### src/rtl/dispatch_queue_pkg.sv
// dispatch_queue_pkg: shared widths, payload types and CDB match helper for the dispatch stage
package dispatch_queue_pkg;
   localparam int PREG_W  = 7;
   localparam int ROB_W   = 5;
   localparam int NUM_CDB = 3;

   typedef struct packed {
      logic [31:0]       pc;
      logic [6:0]        opcode;
      logic [2:0]        func3;
      logic [6:0]        func7;
      logic [31:0]       imm;
      logic [PREG_W-1:0] ps1;
      logic [PREG_W-1:0] ps2;
      logic [PREG_W-1:0] pd_new;
      logic [PREG_W-1:0] pd_old;
   } rename_data;

   typedef struct packed {
      logic [31:0]       pc;
      logic [6:0]        opcode;
      logic [2:0]        func3;
      logic [6:0]        func7;
      logic [31:0]       imm;
      logic [PREG_W-1:0] prd;
      logic [PREG_W-1:0] pr1;
      logic [PREG_W-1:0] pr2;
      logic [ROB_W-1:0]  rob_index;
      logic              pr1_ready;
      logic              pr2_ready;
   } dispatch_pipeline_data;

   function automatic logic cdb_hit(input logic [PREG_W-1:0] tag, input logic [NUM_CDB-1:0] cdb_valid,
                                    input logic [NUM_CDB*PREG_W-1:0] cdb_tag);
      logic h;
      h = 1'b0;
      for (int i = 0; i < NUM_CDB; i++) h = h | (cdb_valid[i] && cdb_tag[i*PREG_W +: PREG_W] == tag);
      return h;
   endfunction
endpackage

### src/rtl/dispatch_queue_if.sv
// dispatch_queue_if: rename, wakeup, reservation-station and ROB signals of the dispatch stage
interface dispatch_queue_if
   import dispatch_queue_pkg::*;
#(parameter int NUM_FU = 3);
   logic                      valid_in;
   rename_data                data_in;
   logic [NUM_FU-1:0]         fu_sel_in;
   logic                      ready_in;
   logic [PREG_W-1:0]         query_ps1;
   logic [PREG_W-1:0]         query_ps2;
   logic                      pr1_is_ready;
   logic                      pr2_is_ready;
   logic                      nr_valid_out;
   logic [PREG_W-1:0]         nr_reg_out;
   logic [NUM_CDB-1:0]        cdb_valid;
   logic [NUM_CDB*PREG_W-1:0] cdb_tag;
   logic [NUM_FU-1:0]         rs_valid_out;
   dispatch_pipeline_data     rs_data_out;
   logic [NUM_FU-1:0]         rs_ready_in;
   logic                      rob_we_out;
   logic [PREG_W-1:0]         rob_pd_new_out;
   logic [PREG_W-1:0]         rob_pd_old_out;
   logic [31:0]               rob_pc_out;
   logic [ROB_W-1:0]          rob_tag_in;
   logic                      rob_full_in;
   logic                      mispredict;

   modport slave (
      input  valid_in, data_in, fu_sel_in, pr1_is_ready, pr2_is_ready, cdb_valid, cdb_tag,
             rs_ready_in, rob_tag_in, rob_full_in, mispredict,
      output ready_in, query_ps1, query_ps2, nr_valid_out, nr_reg_out, rs_valid_out, rs_data_out,
             rob_we_out, rob_pd_new_out, rob_pd_old_out, rob_pc_out
   );

   modport master (
      output valid_in, data_in, fu_sel_in, pr1_is_ready, pr2_is_ready, cdb_valid, cdb_tag,
             rs_ready_in, rob_tag_in, rob_full_in, mispredict,
      input  ready_in, query_ps1, query_ps2, nr_valid_out, nr_reg_out, rs_valid_out, rs_data_out,
             rob_we_out, rob_pd_new_out, rob_pd_old_out, rob_pc_out
   );
endinterface

### src/rtl/dispatch_queue.sv
// dispatch_queue: in-order circular dispatch queue with CDB wakeup snooping and ROB allocation
module dispatch_queue
   import dispatch_queue_pkg::*;
#(
   parameter int DEPTH  = 4,
   parameter int NUM_FU = 3
) (
   input logic clk,
   input logic reset,
   dispatch_queue_if.slave bus
);
   localparam int PW = $clog2(DEPTH);
   localparam int CW = $clog2(DEPTH + 1);

   rename_data        q_data [DEPTH];
   logic [NUM_FU-1:0] q_fu [DEPTH];
   logic [DEPTH-1:0]  q_r1, q_r2;
   logic [PW-1:0]     head, tail;
   logic [CW-1:0]     count;
   logic              has_head, rs_ok, enq, deq;
   logic [NUM_FU-1:0] hd_fu, sel;
   rename_data        hd;

   function automatic logic [PW-1:0] nxt(input logic [PW-1:0] p);
      return p == PW'(DEPTH - 1) ? '0 : p + 1'b1;
   endfunction

   // head decode, handshakes and strobes; head is hidden while reset is high
   always_comb begin
      has_head = count != '0 && !reset;
      hd = has_head ? q_data[head] : '0;
      hd_fu = has_head ? q_fu[head] : '0;
      sel = hd_fu & (~hd_fu + 1'b1);
      rs_ok = hd_fu == '0 || (sel & bus.rs_ready_in) != '0;
      deq = has_head && !bus.rob_full_in && !bus.mispredict && rs_ok;
      bus.ready_in = count != CW'(DEPTH) && !reset && !bus.mispredict;
      enq = bus.valid_in && bus.ready_in;
      bus.query_ps1 = bus.data_in.ps1;
      bus.query_ps2 = bus.data_in.ps2;
      bus.nr_valid_out = enq && bus.data_in.pd_new != '0;
      bus.nr_reg_out = bus.data_in.pd_new;
      bus.rs_valid_out = deq ? sel : '0;
      bus.rob_we_out = deq;
      bus.rob_pd_new_out = hd.pd_new;
      bus.rob_pd_old_out = hd.pd_old;
      bus.rob_pc_out = hd.pc;
      bus.rs_data_out = '{pc: hd.pc, opcode: hd.opcode, func3: hd.func3, func7: hd.func7, imm: hd.imm,
                          prd: hd.pd_new, pr1: hd.ps1, pr2: hd.ps2,
                          rob_index: has_head ? bus.rob_tag_in : '0,
                          pr1_ready: has_head && (q_r1[head] || cdb_hit(hd.ps1, bus.cdb_valid, bus.cdb_tag)),
                          pr2_ready: has_head && (q_r2[head] || cdb_hit(hd.ps2, bus.cdb_valid, bus.cdb_tag))};
   end

   // queue storage, pointers and per-entry wakeup; a new entry's readiness overrides the snoop
   always_ff @(posedge clk) begin
      if (reset || bus.mispredict) begin
         head <= '0;
         tail <= '0;
         count <= '0;
      end else begin
         for (int i = 0; i < DEPTH; i++) begin
            if (cdb_hit(q_data[i].ps1, bus.cdb_valid, bus.cdb_tag)) q_r1[i] <= 1'b1;
            if (cdb_hit(q_data[i].ps2, bus.cdb_valid, bus.cdb_tag)) q_r2[i] <= 1'b1;
         end
         if (enq) begin
            q_data[tail] <= bus.data_in;
            q_fu[tail] <= bus.fu_sel_in;
            q_r1[tail] <= bus.data_in.ps1 == '0 || bus.pr1_is_ready || cdb_hit(bus.data_in.ps1, bus.cdb_valid, bus.cdb_tag);
            q_r2[tail] <= bus.data_in.ps2 == '0 || bus.pr2_is_ready || cdb_hit(bus.data_in.ps2, bus.cdb_valid, bus.cdb_tag);
            tail <= nxt(tail);
         end
         if (deq) head <= nxt(head);
         count <= count + CW'(enq) - CW'(deq);
      end
   end
endmodule

### src/flat_wrapper.sv
// flat-port wrapper written by rule: the top's interface ports become plain ports
module dispatch_queue_flat import dispatch_queue_pkg::*;
#(
   parameter int DEPTH  = 4,
   parameter int NUM_FU = 3
)
  (clk, reset, bus_valid_in, bus_data_in, bus_fu_sel_in, bus_pr1_is_ready, bus_pr2_is_ready, bus_cdb_valid, bus_cdb_tag, bus_rs_ready_in, bus_rob_tag_in, bus_rob_full_in, bus_mispredict, bus_ready_in, bus_query_ps1, bus_query_ps2, bus_nr_valid_out, bus_nr_reg_out, bus_rs_valid_out, bus_rs_data_out, bus_rob_we_out, bus_rob_pd_new_out, bus_rob_pd_old_out, bus_rob_pc_out);
  dispatch_queue_if #(.NUM_FU(NUM_FU)) bus_i ();
  input logic clk;
  input logic reset;
  input wire logic [$bits(bus_i.valid_in)-1:0] bus_valid_in;
  input wire logic [$bits(bus_i.data_in)-1:0] bus_data_in;
  input wire logic [$bits(bus_i.fu_sel_in)-1:0] bus_fu_sel_in;
  input wire logic [$bits(bus_i.pr1_is_ready)-1:0] bus_pr1_is_ready;
  input wire logic [$bits(bus_i.pr2_is_ready)-1:0] bus_pr2_is_ready;
  input wire logic [$bits(bus_i.cdb_valid)-1:0] bus_cdb_valid;
  input wire logic [$bits(bus_i.cdb_tag)-1:0] bus_cdb_tag;
  input wire logic [$bits(bus_i.rs_ready_in)-1:0] bus_rs_ready_in;
  input wire logic [$bits(bus_i.rob_tag_in)-1:0] bus_rob_tag_in;
  input wire logic [$bits(bus_i.rob_full_in)-1:0] bus_rob_full_in;
  input wire logic [$bits(bus_i.mispredict)-1:0] bus_mispredict;
  output wire logic [$bits(bus_i.ready_in)-1:0] bus_ready_in;
  output wire logic [$bits(bus_i.query_ps1)-1:0] bus_query_ps1;
  output wire logic [$bits(bus_i.query_ps2)-1:0] bus_query_ps2;
  output wire logic [$bits(bus_i.nr_valid_out)-1:0] bus_nr_valid_out;
  output wire logic [$bits(bus_i.nr_reg_out)-1:0] bus_nr_reg_out;
  output wire logic [$bits(bus_i.rs_valid_out)-1:0] bus_rs_valid_out;
  output wire logic [$bits(bus_i.rs_data_out)-1:0] bus_rs_data_out;
  output wire logic [$bits(bus_i.rob_we_out)-1:0] bus_rob_we_out;
  output wire logic [$bits(bus_i.rob_pd_new_out)-1:0] bus_rob_pd_new_out;
  output wire logic [$bits(bus_i.rob_pd_old_out)-1:0] bus_rob_pd_old_out;
  output wire logic [$bits(bus_i.rob_pc_out)-1:0] bus_rob_pc_out;
  assign bus_i.valid_in = bus_valid_in;
  assign bus_i.data_in = bus_data_in;
  assign bus_i.fu_sel_in = bus_fu_sel_in;
  assign bus_i.pr1_is_ready = bus_pr1_is_ready;
  assign bus_i.pr2_is_ready = bus_pr2_is_ready;
  assign bus_i.cdb_valid = bus_cdb_valid;
  assign bus_i.cdb_tag = bus_cdb_tag;
  assign bus_i.rs_ready_in = bus_rs_ready_in;
  assign bus_i.rob_tag_in = bus_rob_tag_in;
  assign bus_i.rob_full_in = bus_rob_full_in;
  assign bus_i.mispredict = bus_mispredict;
  assign bus_ready_in = bus_i.ready_in;
  assign bus_query_ps1 = bus_i.query_ps1;
  assign bus_query_ps2 = bus_i.query_ps2;
  assign bus_nr_valid_out = bus_i.nr_valid_out;
  assign bus_nr_reg_out = bus_i.nr_reg_out;
  assign bus_rs_valid_out = bus_i.rs_valid_out;
  assign bus_rs_data_out = bus_i.rs_data_out;
  assign bus_rob_we_out = bus_i.rob_we_out;
  assign bus_rob_pd_new_out = bus_i.rob_pd_new_out;
  assign bus_rob_pd_old_out = bus_i.rob_pd_old_out;
  assign bus_rob_pc_out = bus_i.rob_pc_out;
  dispatch_queue #(.DEPTH(DEPTH), .NUM_FU(NUM_FU)) u_core (.clk(clk), .reset(reset), .bus(bus_i));
endmodule
### config.mk
export PLATFORM = sky130hd
export DESIGN_NAME = dispatch_queue_flat
export DESIGN_NICKNAME = d
export VERILOG_FILES = /design/src/rtl/dispatch_queue_pkg.sv /design/src/rtl/dispatch_queue_if.sv /design/src/rtl/dispatch_queue.sv /design/src/flat_wrapper.sv
export SDC_FILE = /design/constraint.sdc
export NUM_CORES = 1
export LEC_CHECK = 0
export ABC_AREA = 0
export CAP_MARGIN = 20
export CORE_MARGIN = 1.5
export CORE_UTILIZATION = 50
export CTS_CLUSTER_SIZE = 16
export DETAILED_ROUTE_END_ITERATION = 16
export PLACE_DENSITY_LB_ADDON = 0.05
export SYNTH_ARGS = -nofsm -noshare
export SYNTH_HDL_FRONTEND = slang
export SYNTH_SLANG_ARGS = --single-unit
### constraint.sdc
create_clock -name clk -period 7.1 [get_ports clk]
set_input_delay 0.71 -clock clk [delete_from_list [all_inputs] [get_ports clk]]
set_output_delay 0.71 -clock clk [all_outputs]
set_load 0.02 [all_outputs]
==> metrics.txt <==
EDFF count, synth 456; synth cell count leaders edfxtp_1, xnor2_1, and3_1; slew of the pin with the lowest slew margin 1130 ps; reg-to-reg endpoint u_core.count[2]$_SDFF_PP0_; area grow syn2layout 22.6%; Crit Path Class reg -> out; vias per cell 5.78; synthesis-stage register bit count 465; WL final 55.7 mm; Worst Hold Class reg -> reg; number of H-tree levels 2; Slew HR 24.7%; Max Root-Sink Buffers 3; Num CTS Buffers 48; max_cap viols 0; Syn Area/Cell 15.9 µm²; Site Rows 76; Die Y 212 µm; post-synth top area share 62.9%; Pleak 0.00869 µW; gr usage total 25.0%; final hold violation count 0; sequential area share after synthesis 63.7%; worst reg-to-reg setup slack 2980 ps; post-synth top area cell edfxtp_1; Max Clk Rate 209 MHz; Cell Pwr Density 217 nW/µm²; routed via count 13000; placed cell areas 25300 µm²; largest net degree at the start of global routing 104; Slowest-stage cell, CP buf_4; Final HPWL DP 33.9 mm; CTS tree built; Synth Cell Area 21800 µm²; startpoint types flop; Slew Limit Fails 0; CP Capture Type output port; share of cells above drive strength 1 12.7%; outcome complete, no violations; worst hold stages 2; cell with the most instances after synthesis edfxtp_1; clock sinks 465; Critical Path Max Stage Delay 820 ps; first-pass GRT wire length 82.0 mm; Syn Inst Count 1370; Worst Reg-to-Reg Cells 12; Post-route DRC 0; gpl congestion 0.889; drt wl/cell 24.9 µm; initial drt markers 1045; die area 44800 µm²; layout net count 1783; syn_nets 1529; Hold Buf Count CTS 0; initial antenna violation count 6; clock latency at the later pin of the worst-skew pair 580 ps; # setup viols final 0; setup ws final 2310 ps; post_cts resized 0; Synth async-reset ratio 0%; final worst-path cycle share 67.5%; IO Port Bufs 332; setup TNS 0 ps; Final Cell Area 26700 µm²; hold path start u_core.tail[1]$_SDFFE_PP0P_; drt pass-1 iters 5; gr ovfl total 0; Yosys cell types 53; core area 43000 µm²; post-route ant nets 0; Starting Density 50.7%; shortest period the worst path allows 4790 ps; post-CTS setup buffers 0; vias in the first global route 13100; WP data required 6390 ps; Max IR drop VDD 0.204 mV; Synth Flop Type edfxtp_1; crit path cell chain buf_4 -> mux4_1 -> nand2b_1 -> nor2_1 -> a21oi_1 -> o211ai_1 -> nor3b_1 -> clkdlybuf4s50_1; yosys synthesis warning count 0; dpl ws 2280 ps; Worst-path clk slew 60 ps; io pins 333; WHS Endpoint u_core.tail[1]$_SDFFE_PP0P_; main area contributors after synthesis edfxtp_1, mux4_2, xnor2_1; WP data arrival 4080 ps; Worst Path Max Fanout 48; root buffer cell clkbuf_16; Die W 212 µm; unrepaired setup endpoints after global routing no; clk_skew 22.1 ps
[per-stage QoR]
stage	hold WS (ps)	power [µW]	instances	utilization, %
CTS	505	5850	2238	62.1
global placement	501	3550	2158	58.8
finish	500	5790	2241	62.1
floorplan	467	3340	1370	-
detailed placement	489	3560	2158	58.8
global route	576	5960	2239	62.1
[registers in the layout, summed over array words and instances (netlist names), named ones only]
signal / flops
u_core.tail: 2
u_core.q_data: 436
u_core.count: 3
u_core.q_r2: 4
u_core.q_fu: 12
u_core.head: 2
u_core.q_r1: 4
[worst max-delay path by stage]
stage / cells past startpoint / start / endpoint
2_1_floorplan: 6 / reset / u_core.q_r2[0]$_DFFE_PN_
3_3_place_gp: 6 / reset / bus_nr_valid_out
3_5_place_dp: 6 / reset / bus_nr_valid_out
4_1_cts: 8 / flop / bus_rs_valid_out[1]
5_1_grt: 8 / flop / bus_rs_valid_out[1]
6_report: 8 / flop / bus_rs_valid_out[1]
[logic make-up (layout without fill, tap and decap cells)]
| kind of cell | after synthesis | count (layout) | synth area share (%) |
|---|---|---|---|
| compound gates | 69 | 69 | 2.09 |
| xor+xnor | 232 | 232 | 9.33 |
| fa+ha+maj | 8 | 8 | 0.494 |
| buf+inv | 185 | 469 | 4.45 |
| flops | 465 | 465 | 63.7 |
| mux | 122 | 122 | 12.3 |
| other cells | 0 | 2 | 0 |
| simple gates | 289 | 289 | 7.65 |
[metal layers]
layer / global-route usage (%) / routed length (µm) / share of wire, % / up-vias
met2: 39.4 / 26600 / 48 / 468
li1: - / - / - / 5760
met4: 7.96 / 1510 / 2.7 / 10
met1: 34.9 / 23500 / 42 / 6603
met3: 5.68 / 4050 / 7.3 / 113
met5: 0 / 72 / 0.13 / -
[cell type report]
class,count,area [µm²]
flip-flops and latches,465,13900
well taps,585,732
repair buffers,368,3640
clock inverters,22,144
inverters,21,80.1
diodes,2,5.00
clock buffers,58,1260
multi-input cells,720,6960
fillers,3288,16300
[worst max-delay path, delay by kind of cell, from the launching register on]
kind                   cells  cell delay [ps]
AO/OA/AOI/OAI              2              350
buffers and inverters      2             1460
AND/OR/NAND/NOR            3              440
multiplexers               1              640
flip-flops                 1              560
[report_power, final]
| group | total, µW | internal (µW) | leakage, µW | switching [µW] |
|---|---|---|---|---|
| registers | 3060 | 3050 | 0.00420 | 13.0 |
| clock network | 2290 | 1290 | 0.000685 | 997 |
| logic | 440 | 202 | 0.00381 | 238 |
| total | 5790 | 4540 | 0.00869 | 1250 |
[layout by cell type (no fill, tap or decap), drive strengths merged, types with 2 or more instances in the layout]
master	netlist	final
nor2	41	41
nand2	13	13
clkbuf	66	58
edfxtp	456	456
xnor2	169	169
inv	21	23
nand3	19	19
clkinv	0	19
clkdlybuf4s50	0	332
dfxtp	9	9
nand2b	2	2
buf	98	36
or4b	3	3
a21oi	14	14
o311ai	3	3
o221ai	2	2
a32oi	5	5
a211oi	2	2
and3	114	114
o31ai	5	5
a31oi	4	4
o211ai	5	5
a2111oi	2	2
o21ai	17	17
xor2	63	63
a41oi	2	2
nand4	51	51
o21a	2	2
nor4bb	2	2
nor4	22	22
and2	2	2
ha	7	7
nand4b	2	2
mux2i	8	8
mux4	114	114
a22oi	2	2
nor3	11	11
diode	0	2
(Power assumes the default switching activity.)
